===== src/rtl/imem_arbiter.sv =====
// ----------------------------------------------------------------------------
// imem_arbiter
//
// Purpose:
//   Shares a single-port, synchronous-read instruction memory between the
//   fetch stage (F) and the debug/loader read port (D). Each cycle it grants
//   at most one requester, drives that requester's address to the memory,
//   and tags the issued read. One cycle later it steers mem_dout back to the
//   owner. A per-requester hold register keeps a response that its owner
//   cannot accept yet, so rdata stays stable until it is accepted.
//
// Configuration macro:
//   IMEM_ARB_RR_EN - when defined, a tie between two eligible requesters is
//                    resolved round-robin. When undefined (default), F has
//                    fixed priority and a starvation counter forces a D grant
//                    after STARVE_MAX consecutive contended F wins.
//
// Ports:
//   clk                 system clock, all state updates on posedge
//   rst                 synchronous active-high reset
//   f_req / d_req       read request
//   f_addr / d_addr     word address of the request
//   f_gnt / d_gnt       request issued to memory this cycle (combinational)
//   f_rvalid / d_rvalid response valid
//   f_rdata / d_rdata   response data (zero when not valid)
//   f_rready / d_rready requester can accept the response
//   mem_addr            address to the instruction memory
//   mem_dout            memory read data for the previous cycle's mem_addr
// ----------------------------------------------------------------------------
module imem_arbiter #(
    parameter int ADDR_W     = 10,
    parameter int DATA_W     = 32,
    parameter int STARVE_MAX = 4
) (
    input  logic              clk,
    input  logic              rst,
    input  logic              f_req,
    input  logic [ADDR_W-1:0] f_addr,
    output logic              f_gnt,
    output logic              f_rvalid,
    output logic [DATA_W-1:0] f_rdata,
    input  logic              f_rready,
    input  logic              d_req,
    input  logic [ADDR_W-1:0] d_addr,
    output logic              d_gnt,
    output logic              d_rvalid,
    output logic [DATA_W-1:0] d_rdata,
    input  logic              d_rready,
    output logic [ADDR_W-1:0] mem_addr,
    input  logic [DATA_W-1:0] mem_dout
);

    localparam logic ID_F = 1'b0;
    localparam logic ID_D = 1'b1;

    // Issue tag: a read was sent to memory last cycle, and for whom
    logic              r_iss_v;
    logic              r_iss_id;
    // Hold registers for responses the owner has not accepted yet
    logic              r_f_hold_v;
    logic [DATA_W-1:0] r_f_hold;
    logic              r_d_hold_v;
    logic [DATA_W-1:0] r_d_hold;
    // Address presented to memory when nobody is granted
    logic [ADDR_W-1:0] r_last_addr;

    logic w_f_direct;
    logic w_d_direct;
    logic w_f_elig;
    logic w_d_elig;
    logic w_both;
    logic w_gnt_f;
    logic w_gnt_d;

    // Eligibility: no held response, and any in-flight read is being accepted now
    always_comb begin
        w_f_direct = r_iss_v && (r_iss_id == ID_F);
        w_d_direct = r_iss_v && (r_iss_id == ID_D);
        w_f_elig   = f_req && !r_f_hold_v && (!w_f_direct || f_rready);
        w_d_elig   = d_req && !r_d_hold_v && (!w_d_direct || d_rready);
        w_both     = w_f_elig && w_d_elig;
    end

`ifdef IMEM_ARB_RR_EN
    logic r_rr_last;

    // Round-robin tie break: the requester not served last wins
    always_comb begin
        w_gnt_f = 1'b0;
        w_gnt_d = 1'b0;
        if (w_both) begin
            if (r_rr_last == ID_F) begin
                w_gnt_d = 1'b1;
            end else begin
                w_gnt_f = 1'b1;
            end
        end else begin
            w_gnt_f = w_f_elig;
            w_gnt_d = w_d_elig;
        end
    end

    // Remember the owner of every grant, contended or not
    always_ff @(posedge clk) begin
        if (rst) begin
            r_rr_last <= ID_D;
        end else if (w_gnt_f) begin
            r_rr_last <= ID_F;
        end else if (w_gnt_d) begin
            r_rr_last <= ID_D;
        end else begin
            r_rr_last <= r_rr_last;
        end
    end
`else
    localparam logic [3:0] STARVE_MAX_C = 4'(STARVE_MAX);

    logic [3:0] r_starve_cnt;

    // Fixed F priority, overridden once D has lost STARVE_MAX contended rounds
    always_comb begin
        w_gnt_f = 1'b0;
        w_gnt_d = 1'b0;
        if (w_both) begin
            if (r_starve_cnt == STARVE_MAX_C) begin
                w_gnt_d = 1'b1;
            end else begin
                w_gnt_f = 1'b1;
            end
        end else begin
            w_gnt_f = w_f_elig;
            w_gnt_d = w_d_elig;
        end
    end

    // Count consecutive contended F wins; any other outcome restarts the count
    always_ff @(posedge clk) begin
        if (rst) begin
            r_starve_cnt <= 4'd0;
        end else if (w_both && w_gnt_f) begin
            if (r_starve_cnt == STARVE_MAX_C) begin
                r_starve_cnt <= r_starve_cnt;
            end else begin
                r_starve_cnt <= r_starve_cnt + 4'd1;
            end
        end else begin
            r_starve_cnt <= 4'd0;
        end
    end
`endif

    // Grant outputs and memory address mux
    always_comb begin
        f_gnt = w_gnt_f;
        d_gnt = w_gnt_d;
        if (w_gnt_f) begin
            mem_addr = f_addr;
        end else if (w_gnt_d) begin
            mem_addr = d_addr;
        end else begin
            mem_addr = r_last_addr;
        end
    end

    // F response: hold register first, else the direct memory data.
    // Reset suppresses a response still in flight.
    always_comb begin
        if (rst) begin
            f_rvalid = 1'b0;
            f_rdata  = {DATA_W{1'b0}};
        end else if (r_f_hold_v) begin
            f_rvalid = 1'b1;
            f_rdata  = r_f_hold;
        end else if (w_f_direct) begin
            f_rvalid = 1'b1;
            f_rdata  = mem_dout;
        end else begin
            f_rvalid = 1'b0;
            f_rdata  = {DATA_W{1'b0}};
        end
    end

    // D response: same selection as F
    always_comb begin
        if (rst) begin
            d_rvalid = 1'b0;
            d_rdata  = {DATA_W{1'b0}};
        end else if (r_d_hold_v) begin
            d_rvalid = 1'b1;
            d_rdata  = r_d_hold;
        end else if (w_d_direct) begin
            d_rvalid = 1'b1;
            d_rdata  = mem_dout;
        end else begin
            d_rvalid = 1'b0;
            d_rdata  = {DATA_W{1'b0}};
        end
    end

    // Issue tag and last address; a grant in a reset cycle is not recorded
    always_ff @(posedge clk) begin
        if (rst) begin
            r_iss_v     <= 1'b0;
            r_iss_id    <= ID_F;
            r_last_addr <= {ADDR_W{1'b0}};
        end else begin
            r_iss_v  <= w_gnt_f || w_gnt_d;
            r_iss_id <= w_gnt_d ? ID_D : ID_F;
            if (w_gnt_f || w_gnt_d) begin
                r_last_addr <= mem_addr;
            end else begin
                r_last_addr <= r_last_addr;
            end
        end
    end

    // F hold: capture an unaccepted direct response, release on acceptance
    always_ff @(posedge clk) begin
        if (rst) begin
            r_f_hold_v <= 1'b0;
            r_f_hold   <= {DATA_W{1'b0}};
        end else if (r_f_hold_v) begin
            r_f_hold_v <= !f_rready;
            r_f_hold   <= r_f_hold;
        end else if (w_f_direct && !f_rready) begin
            r_f_hold_v <= 1'b1;
            r_f_hold   <= mem_dout;
        end else begin
            r_f_hold_v <= 1'b0;
            r_f_hold   <= r_f_hold;
        end
    end

    // D hold: same behaviour as the F hold
    always_ff @(posedge clk) begin
        if (rst) begin
            r_d_hold_v <= 1'b0;
            r_d_hold   <= {DATA_W{1'b0}};
        end else if (r_d_hold_v) begin
            r_d_hold_v <= !d_rready;
            r_d_hold   <= r_d_hold;
        end else if (w_d_direct && !d_rready) begin
            r_d_hold_v <= 1'b1;
            r_d_hold   <= mem_dout;
        end else begin
            r_d_hold_v <= 1'b0;
            r_d_hold   <= r_d_hold;
        end
    end

endmodule


===== config.mk =====
export PLATFORM = sky130hd
export DESIGN_NAME = imem_arbiter
export DESIGN_NICKNAME = d
export VERILOG_FILES = /design/src/rtl/imem_arbiter.sv
export SDC_FILE = /design/constraint.sdc
export NUM_CORES = 1
export LEC_CHECK = 0
export ABC_AREA = 1
export CAP_MARGIN = 10
export CORE_MARGIN = 2
export CORE_UTILIZATION = 49
export CTS_CLUSTER_DIAMETER = 60
export DETAILED_ROUTE_END_ITERATION = 8
export HOLD_SLACK_MARGIN = 0.03
export PLACE_DENSITY = 0.95
export SYNTH_ARGS = -nofsm -noshare
export SYNTH_HDL_FRONTEND = slang
export SYNTH_SLANG_ARGS = --single-unit
export TNS_END_PERCENT = 10

===== constraint.sdc =====
create_clock -name clk -period 3.2 [get_ports clk]
set_clock_uncertainty 0.2 [all_clocks]
set_input_delay 0.48 -clock clk [delete_from_list [all_inputs] [get_ports clk]]
set_output_delay 0.48 -clock clk [all_outputs]
set_load 0.01 [all_outputs]

Word-level counts from Yosys, hierarchy flattened
Cells that the tools add are included.
{ "totals": {"regBits": 82, "input_bits": 58, "out_inout_bits": 78, "word_cells": 59} }
{ "op_classes": {"add_sub_neg": 1, "eq_ne": 1, "n_mux": 23, "bitwise_logic": 4, "n_reduce_logical": 22} }
{ "op_table": {"columns": ["operator", "n"], "rows": [
  ["32-bit 2-to-1 mux", 6],
  ["10-bit 2-to-1 mux", 2],
  ["1-bit 2-to-1 mux", 15],
  ["1-bit logical AND", 10],
  ["1-bit zero test", 6],
  ["4-bit by 1-bit adder with 4-bit output (second input constant)", 1],
  ["4-bit by 3-bit equality test with 1-bit output (second input constant)", 1],
  ["1-bit inverter", 4],
  ["2-bit AND reduction", 2],
  ["1-bit logical OR", 3],
  ["2-bit OR reduction", 1]
]} }

Logic depth before layout (Yosys ltp)
{ "logic_depth": {"ltp_word": 10, "depth_mapped": 10, "mapped_depth_nobuf": 9} }

Worst setup path after synthesis
OpenSTA, ideal clock, no wires.
{ "synth_path": {"path_kind": "input -> output", "start": "input rst", "end": "output d_rdata[22]", "t_arrival_ns": 1.426, "required_ns": 2.520, "setup_slack_ns": 1.094, "path_stages": 5, "path_buffers": 2, "cell_sequence": "clkbuf_1 -> a21oi_1 -> inv_2 -> buf_2 -> nor3_1"} }
{ "synth_between": {"elab_chain_cells": 1} }
{ "synth_rtl": {"columns": ["item", "line_no", "rtl"], "rows": [
  ["start: declaration", "36", "input logic rst,"],
  ["32-bit 2-to-1 mux", "185", "if (rst) begin"],
  ["end: declaration", "47", "output logic [DATA_W-1:0] d_rdata,"]
]} }
No other way between the ends.

Worst setup path in the final report
{ "layout_path": {"start": "register r_f_hold_v", "end": "output f_rdata[31]"} }
{ "layout_between": {"elab_chain_cells": 2} }
{ "layout_rtl": {"columns": ["item", "line_no", "rtl"], "rows": [
  ["start: declaration", "60", "logic r_f_hold_v;"],
  ["start signal: assignment", "223", "r_f_hold_v <= !f_rready;"],
  ["32-bit 2-to-1 mux", "171", "end else if (r_f_hold_v) begin"],
  ["32-bit 2-to-1 mux", "168", "if (rst) begin"],
  ["end: declaration", "41", "output logic [DATA_W-1:0] f_rdata,"]
]} }
No other way between the ends.

==> flow_summary.toml <==
[timing]
period_minus_slack_ns = 3.08
max_freq_mhz = 324
finalHoldViolations = 0
slew_violations = 0
worst_hold_slack_ns = 0.270
finalSetupViolations = 0
slew_headroom = 0.578
tightest_slew_ns = 0.633
tns_ns = 0
fin_crit_sh = 0.963

[floorplanning]
io_pins = 136
fp.dieH_um = 94.6
die_x_um = 94.6
die-area_um2 = 8950
core_region_area_um2 = 8090
start_util = 0.497
num_rows = 33

[place]
port_buffers = 135
place_hpwl_mm = 8.31
gp_congestion = 0.869
dp_cells = 850
placed_cell_area_um2 = 5390

[power]
power_density_nw_per_um2 = 390
p_int_mw = 1.57
p_leak_nw = 2.29
vdd_drop_max_uv = 231
clkPwrFrac = 0.300
p_switching_mw = 0.603
p_comb_frac = 0.205
switching_share = 0.278
p_seq_frac = 0.496

[yosys]
synth_top_area_share = 0.408
synth-seq-area-share = 0.408
yosys_register_bits = 82
synth_compound_area_frac = 0.106
avgSynthCellArea_um2 = 6.25
synth.area.top_cells = "dfxtp_1, nand2_1, nor2_1, a21oi_1, nor3_1"
yosysWarnings = 0
syn-instance-count = 644
syn_nets = 704
synth_area_um2 = 4020
synth_fa_ha_area_frac = 0.00622
synth_mux_area_frac = 0
synth_top_area_cell = "dfxtp_1"
synth_xor_xnor_area_share = 0.00435
synth.distinct_cells = 17
synthSimpleGateAreaFrac = 0.400
synth_top_family_by_area = "simple AND/OR/NAND/NOR gates"

[cells_and_area]
final_area_um2 = 5560
antenna_cells = 0
drive_gt1_frac = 0.0473
final_common_cell = "nand2_1"
syn_to_final_growth_pct = 38.3
final_cell_mix = "nand2_1, nor2_1, clkdlybuf4s50_1"
fin_cells = 866
nets = 816

[setup_path]
cp-end-kind = "output port"
crit_type = "reg -> out"
required_ns = 2.52
crit_fanout = 33
start_kind = "register"
critPathArrivalTime_ns = 2.40

[clock_tree]
path_clk_slew_ns = 0.07
clock-root-buffer = "clkbuf_8"
clockBufferDepth = 2
cts_tree = "done"
numCtsBuffers = 9
htreeDepth = 3
post_cts_buffers = 0
cts_sinks = 82
clkLatencyLatePin_ns = 0.34
postCtsHoldBufs = 0

[routing]
vias = 4725
drtIter0Drc = 316
drt.antenna.violating_nets = 0
vias_per_cell = 5.46
wl_mm = 12.6
drc = 0
wire_per_inst_um = 14.5
drt_pass1_iterations = 5

[global_routing]
grt_max_degree = 43
grt_pass1_vias = 4677
gr-total-overflow = 0
grt_pass1_wl_mm = 20.0
grt_antenna_before_repair = 0
grt_use_total = 0.274

[worst_hold_path]
min_path_type = "reg -> reg"

[outcome]
status = "complete, no violations"

[job]
max_cap_viol_count = 0
## worst max-delay path: stages, from the launching register on
cell	delay [ns]
dfxtp_1	0.33
buf_4	0.21
inv_2	0.05
a21oi_1	0.39
inv_4	0.25
nor3_1	0.24
clkdlybuf4s50_1	0.58
## sequential cells by signal (all words and copies together) (netlist names)
name / cells
r_f_hold: 32
r_iss_v: 1
r_d_hold_v: 1
r_f_hold_v: 1
r_iss_id: 1
r_starve_cnt: 4
r_d_hold: 32
r_last_addr: 10
## layer usage
metal	wire [µm]	vias to the layer above	global-route usage
met3	946	32	0.0519
met1	4900	2202	0.305
met2	6450	223	0.505
met5	0	-	0
li1	-	2268	-
met4	248	0	0.120
## path summary, 6_finish.rpt
check	slack (ns)	endpoint	depth (start not counted)	start
setup / recovery	0.12	f_rdata[31]	6	r_f_hold_v
hold / removal	0.27	r_f_hold[13]	2	r_f_hold[13]
setup reg to reg	1.04	r_f_hold[27]	7	r_f_hold_v
hold reg to reg	0.27	r_f_hold[13]	2	r_f_hold[13]
## Yosys cell counts (all sizes together)
cell / count
nand3b: 1
nand4: 3
buf: 18
nand3: 8
xnor2: 1
xor2: 1
a21oi: 85
nor3: 64
inv: 29
nand2: 176
dfxtp: 82
ha: 2
clkbuf: 27
nor2: 147
## power groups by stage
stage	logic [mW]	registers (mW)	clock network, mW
global placement	0.421	1.10	0
CTS	0.439	1.07	0.658
finish	0.444	1.07	0.650
detailed placement	0.435	1.10	0
floorplan	0.217	1.09	0
global route	0.484	1.08	0.699
## kinds of logic after synthesis
family	count (synthesis)
xor gates and xnor gates	2
buffers and inverters	74
and+or+nand+nor	399
DFF	82
AOI/OAI and AO/OA	85
adders and majority gates	2
## repair_timing
action	4_1_cts	5_1_grt
resized for setup	0	5
hold endpoints to repair	0	0
endpoints found under the setup margin	0	12
## through the flow
| stage | utilization | power (mW) | setup slack [ns] |
|---|---|---|---|
| floorplan | - | 1.31 | 1.09 |
| global placement | 0.666 | 1.52 | 0.195 |
| detailed placement | 0.666 | 1.53 | 0.145 |
| CTS | 0.686 | 2.17 | 0.113 |
| global route | 0.688 | 2.26 | -0.00329 |
| finish | 0.688 | 2.17 | 0.117 |
## final cells by class
cell class	instances	area [µm²]
sequential	82	1640
tap	105	131
inverter	29	116
multi-input combinational	488	2080
fill	668	2530
clock inverter	3	15.0
clock buffer	13	149
timing repair buffer	146	1430
Power figures use the tool's default switching activity.
